**config.mk**
```make
export PLATFORM = sky130hd
export DESIGN_NAME = lfsr32_popcnt
export DESIGN_NICKNAME = d
export VERILOG_FILES = /design/src/rtl/lfsr32_pkg.sv /design/src/rtl/lfsr32_popcnt.sv
export SDC_FILE = /design/constraint.sdc
export NUM_CORES = 1
export LEC_CHECK = 0
export ABC_CLOCK_PERIOD_IN_PS = 14800
export CORE_MARGIN = 2
export CORE_UTILIZATION = 46
export DETAILED_ROUTE_END_ITERATION = 6
export PLACE_DENSITY_LB_ADDON = 0.25
export SLEW_MARGIN = 30
export SYNTH_ARGS = -nofsm -noshare
export SYNTH_HDL_FRONTEND = slang
export SYNTH_SLANG_ARGS = --single-unit
export TNS_END_PERCENT = 1
```
**constraint.sdc**
```tcl
create_clock -name vclk -period 14.8
set_input_delay 1.48 -clock vclk [all_inputs]
set_output_delay 1.48 -clock vclk [all_outputs]
set_load 0.01 [all_outputs]
```
**src/rtl/lfsr32_pkg.sv**
```systemverilog
// lfsr32 shared definitions: polynomial, word width, checker states
// and the one-step Fibonacci successor next32().
package lfsr32_pkg;

  localparam int unsigned W = 32;
  localparam logic [W-1:0] POLY = 32'h8000_0923;

  typedef enum logic [1:0] {
    ST_HUNT   = 2'd0,
    ST_SYNC   = 2'd1,
    ST_LOCKED = 2'd2
  } state_e;

  // Taps 31,30,26,23,20,0 are POLY mirrored for a right-shifting register.
  function automatic logic [W-1:0] next32(input logic [W-1:0] w);
    logic fb;
    fb = w[31] ^ w[30] ^ w[26] ^ w[23] ^ w[20] ^ w[0];
    return {fb, w[W-1:1]};
  endfunction

endpackage

```
**src/rtl/lfsr32_popcnt.sv**
```systemverilog
// lfsr32_popcnt: 32-bit population count.
// din_i: word, cnt_o: number of set bits (0..32).
module lfsr32_popcnt
  import lfsr32_pkg::*;
(
  input  logic [W-1:0] din_i,
  output logic [5:0]   cnt_o
);

  always_comb begin
    cnt_o = '0;
    for (int i = 0; i < W; i++) begin
      cnt_o = cnt_o + 6'(din_i[i]);
    end
  end

endmodule

```
==> impl_results.md, run 1 <==
- Routed wire length: roughly 1.4 mm
- Max-cap violations: 0
- Antenna Nets Post-Route: 0
- Cells after Synth: between 70 and 80
- YS warnings: 0
- Wire per inst: 11.02 µm
- Req. time, crit path: between 10 and 15 ns
- Setup repair bufs after CTS: 0
- Net count of the mapped netlist: approximately 140
- Fin. Hold Viols: 0
- Setup-failing EPs final: 0
- Clock buffer count: 0
- Top-area cell type share of the netlist area: 0.6337
- Slew headroom: 0.8375
- Nets@finish: 176
- Fin crit period: 8.176 ns
- Core Util, Final: 0.7603
- HP Class: in -> out
- GRT met3 Usage: 0.01224
- Iteration count of the initial detailed-routing pass: 1
- Multi-input logic area: between 600 and 700 µm²
- Die Height: approximately 45 µm
- Residual DRC: 0
- Flip-flop and latch count: 0
- Final Max Slew Viols: 0
- Unrepaired setup endpoints after global routing: no
- First-pass GRT wire length: around 2.5 mm
- Syn-to-layout area delta: 52.81%
- Total track usage: 0.1695
- Setup tns final: 0 ns
- Critical Path Most Common Cell: fa_1
- Post-CTS sizing: 0
- CP Cell Sequence: clkdlybuf4s50_1, inv_1, fa_1, inv_1, fa_1, fa_1, fa_1, fa_1, inv_1, fa_1, inv_1, ha_1, inv_1, fa_1, nand2b_1, a21oi_2, xor2_1, clkdlybuf4s50_1
- Share of cells above drive strength 1: 0.01802
- Slowest CP cell: clkdlybuf4s50_1
- Mapped cell area: 758.2 µm²
- GRT met2 Usage: 0.3681
- Crit path max fanout: 2
- Vias per inst: 4.661
- Nature of the critical path endpoint: primary output
- Chip width: about 45 µm
- Crit-path max cell delay: ~0.55 ns
- Mean Syn Cell Area: just over 10 µm²
- Fin crit share: 0.5525
- PortBufs: 38
- Worst-margin pin slew: 0.2412 ns
- Routed vias: just under 600
- Cell Rows: 14
- Die area: about 0.0020 mm²
- Iter 0 DRT Violations: 0
- Sequential Area: 0 µm²
- Vias in the first global route: 637
- Global route overflow: 0
- Core Area: ~0.0015 mm²
- IO Pins: 38
- Initial core utilization: 0.4975
- Number of hold buffers added after CTS: 0
- Achievable frequency: ~120 MHz
- Worst setup SP type: primary input
- Final HPWL DP: 1.446 mm
- N_diodes: 0
- GR Layer Usage met1: 0.1801
- GR peak layer: met2
- Gp weighted congestion: between 0.7 and 0.8
- Initial antenna violation count: 0
- Setup CP Type: in -> out
- Status: complete, no violations
- Main area contributors after synthesis: fa_1 (63%), inv_1 (15%), ha_1 (12%), a21oi_2 (2.3%), xnor2_1 (2.3%)
- Largest net degree at the start of global routing: 4
- Synth area leader: fa_1
- Worst Path Arrival: 6.70 ns
- Filler cells: 115
- Netlist cell types: 11
- Post-synthesis sequential area ratio: 0
-- worst paths after layout --
| path | from | endpoint | slack (ns) | cells after the start |
|---|---|---|---|---|
| worst max-delay path | din_i[0] | cnt_o[4] | 6.62 | 18 |
| worst min-delay path | din_i[2] | cnt_o[0] | 4.07 | 3 |
-- per-layer routing --
metal / vias to the layer above / routed length [µm]
li1: 279 / -
met1: 292 / 457
met2: 21 / 855
met3: 0 / 87
met4: 0 / 0
met5: - / 0
-- critical path: cells and delay by family --
family                   cells  cell delay (ns)
buffers and inverters        7             1.27
adder cells (fa/ha/maj)      8             3.48
AO/OA/AOI/OAI                1             0.13
AND/OR/NAND/NOR              1             0.17
XOR/XNOR                     1             0.15
-- through the flow --
step                instances  instance area [µm²]  hold WS, ns  worst slack [ns]
floorplan                  73                758.2        3.111             7.674
global placement          127                 1159        4.061             6.667
detailed placement        127                 1159        4.068             6.589
CTS                       127                 1159        4.069             6.566
global route              127                 1159        4.094             6.364
finish                    127                 1159        4.067             6.624
-- final cells by class --
cell class	instances	share of cell area
Timing Repair Buffer	38	0.3283
Tap cell	16	0.01728
Multi-Input combinational cell	43	0.5572
Inverter	30	0.09719
-- synth_stat cells --
library cell / number
nand2_1: 2
nor2_1: 2
a21oi_2: 2
o21ai_0: 1
inv_1: 30
xor2_1: 1
ha_1: 7
xnor2_1: 2
fa_1: 24
nand2b_1: 1
a21o_1: 1
-- layout by cell type, fill, tap and decap left out --
master	netlist	routed
fa_1	24	24
nand2_1	2	2
inv_1	30	30
nor2_1	2	2
xnor2_1	2	2
xor2_1	1	1
a21o_1	1	1
o21ai_0	1	1
ha_1	7	7
nand2b_1	1	1
clkdlybuf4s50_1	0	38
a21oi_2	2	2
-- logic make-up after synthesis --
logic type | Yosys count | share of synthesized area
adders and majority gates | 31 | 0.7492
xor gates and xnor gates | 3 | 0.03466
and+or+nand+nor | 5 | 0.02807
buffers and inverters | 30 | 0.1485
AOI/OAI and AO/OA | 4 | 0.03961
Power of run 1 is not shown: default switching activity piles up to over one toggle a cycle in this logic, so the estimate is an artifact.
==> run 2: changes to the inputs <==
Settings changed: ABC_CLOCK_PERIOD_IN_PS 14800 to 7500, CORE_UTILIZATION 46 to 39.
Clock period 14.8 ns to 7.5 ns, I/O delays scaled along.
==> run 2 against run 1 <==
Utilization shrank 10 points. Sequential share of layout area is the same. Die area grew 16%.
==> impl_results.md, run 2 (synthesis gave the netlist of run 1 again) <==
- Status: complete, no violations
- Achievable frequency: ~150 MHz
- HP Class: in -> out
- Flip-flop and latch count: 0 (unchanged)
- Die Height: 48.09 µm (+7.8%)
- Slew headroom: 0.9023 (+0.06474)
- PortBufs: 38 (unchanged)
- Worst-margin pin slew: 0.1451 ns (-0.09609 ns)
- Filler cells: 152 (+32%)
- Clock buffer count: 0 (unchanged)
- Fin. Hold Viols: 0 (unchanged)
- Nature of the critical path endpoint: primary output
- Routed vias: 572 (-3.4%)
- Final Max Slew Viols: 0 (unchanged)
- Final HPWL DP: 1.214 mm (-16%)
- Setup-failing EPs final: 0 (unchanged)
- Routed wire length: 1.182 mm (-16%)
- IO Pins: 38 (unchanged)
- Iter 0 DRT Violations: 4 (+4)
- First-pass GRT wire length: 1.856 mm (-26%)
- Vias per inst: 4.206 (-9.8%)
- Multi-input logic area: 645.6 µm² (unchanged)
- Crit-path max cell delay: 0.55 ns (about the same)
- Unrepaired setup endpoints after global routing: no
- Max-cap violations: 0 (unchanged)
- Worst Path Arrival: 5.96 ns (-0.74 ns)
- Syn-to-layout area delta: 54.29%
- Commonest non-fill, non-tap cell in the layout: clkdlybuf4s50_1
- Finished Layout Cells: 136 (+7.1%)
- Fin crit share: 0.8952
- Crit path max fanout: 2 (unchanged)
- Core Area: 0.001783 mm² (+17%)
- Nets@finish: 176 (unchanged)
- Total placed instance area: 0.001170 mm² (+0.97%)
- N_diodes: 0 (unchanged)
- Wire per inst: 8.691 µm (-21%)
- Sequential Area: 0 µm² (unchanged)
- Vias in the first global route: 522 (-18%)
- Antenna Nets Post-Route: 0 (unchanged)
- Share of cells above drive strength 1: 0.01802 (unchanged)
- Initial antenna violation count: 0 (unchanged)
- Cell Rows: 15 (+1)
- Gp weighted congestion: 0.6413 (-10%)
- Most frequent cells in the layout: clkdlybuf4s50_1 (38), inv_1 (30), fa_1 (24)
- Iteration count of the initial detailed-routing pass: 4 (+3)
- Final instance area: 0.001170 mm² (+0.97%)
- Critical Path Most Common Cell: fa_1
- Fin crit period: 6.714 ns
- CP Cell Sequence: clkdlybuf4s50_1, inv_1, fa_1, inv_1, fa_1, fa_1, fa_1, fa_1, inv_1, fa_1, inv_1, ha_1, inv_1, fa_1, nand2b_1, a21oi_2, xor2_1, clkdlybuf4s50_1
- Post-CTS sizing: 0 (unchanged)
- Number of hold buffers added after CTS: 0 (unchanged)
- Worst setup SP type: primary input
- Die area: 0.002313 mm² (+16%)
- Req. time, crit path: 6.75 ns (-6.57 ns)
- Residual DRC: 0 (unchanged)
- Largest net degree at the start of global routing: 4 (unchanged)
- Setup CP Type: in -> out
- Global route overflow: 0 (unchanged)
- Initial core utilization: 0.4253 (-0.07227)
- Cell count after placement: 136 (+7.1%)
- Setup repair bufs after CTS: 0 (unchanged)
- Chip width: 48.09 µm (+7.8%)
- Setup tns final: 0 ns (unchanged)
- Total track usage: 0.1074 (-0.06214)
- Slowest CP cell: clkdlybuf4s50_1
## run 2: cell counts in the layout (fill, tap and decap cells not counted)
Identical to the previous run, type by type.
## run 2: worst paths after layout
kind     start  endpoint  slack (ns)  cells past startpoint
max   din_i[0]  cnt_o[4]        0.79                     18
min   din_i[2]  cnt_o[0]        2.61                      3
## run 2: stage by stage
stage | hold slack [ns] | utilization | worst slack (ns)
global placement | 2.609 | 0.6561 | 0.8208
CTS | 2.609 | 0.6561 | 0.7370
finish | 2.605 | 0.6561 | 0.7860
detailed placement | 2.603 | 0.6561 | 0.7600
global route | 2.625 | 0.6561 | 0.5100
floorplan | 1.651 | - | 1.834
## run 2: worst max-delay path: cells and delay by family
kind / cells / cell delay (ns)
adders and majority gates: 8 / 3.47
AOI/OAI and AO/OA: 1 / 0.13
and+or+nand+nor: 1 / 0.17
buffers and inverters: 7 / 1.26
xor gates and xnor gates: 1 / 0.16
## run 2: area by class of cell
class              instances  area share
repair buffers            38      0.3251
well taps                 25     0.02674
multi-input cells         43      0.5519
inverters                 30     0.09626
## run 2: layer usage
layer,part of all wire,vias to the layer above,GRT usage
met1,0.34,275,0.1349
li1,-,276,-
met2,0.58,21,0.2187
met3,0.080,0,0
met4,0,0,0
met5,0,-,0
Power of run 2 is left out for the same reason.
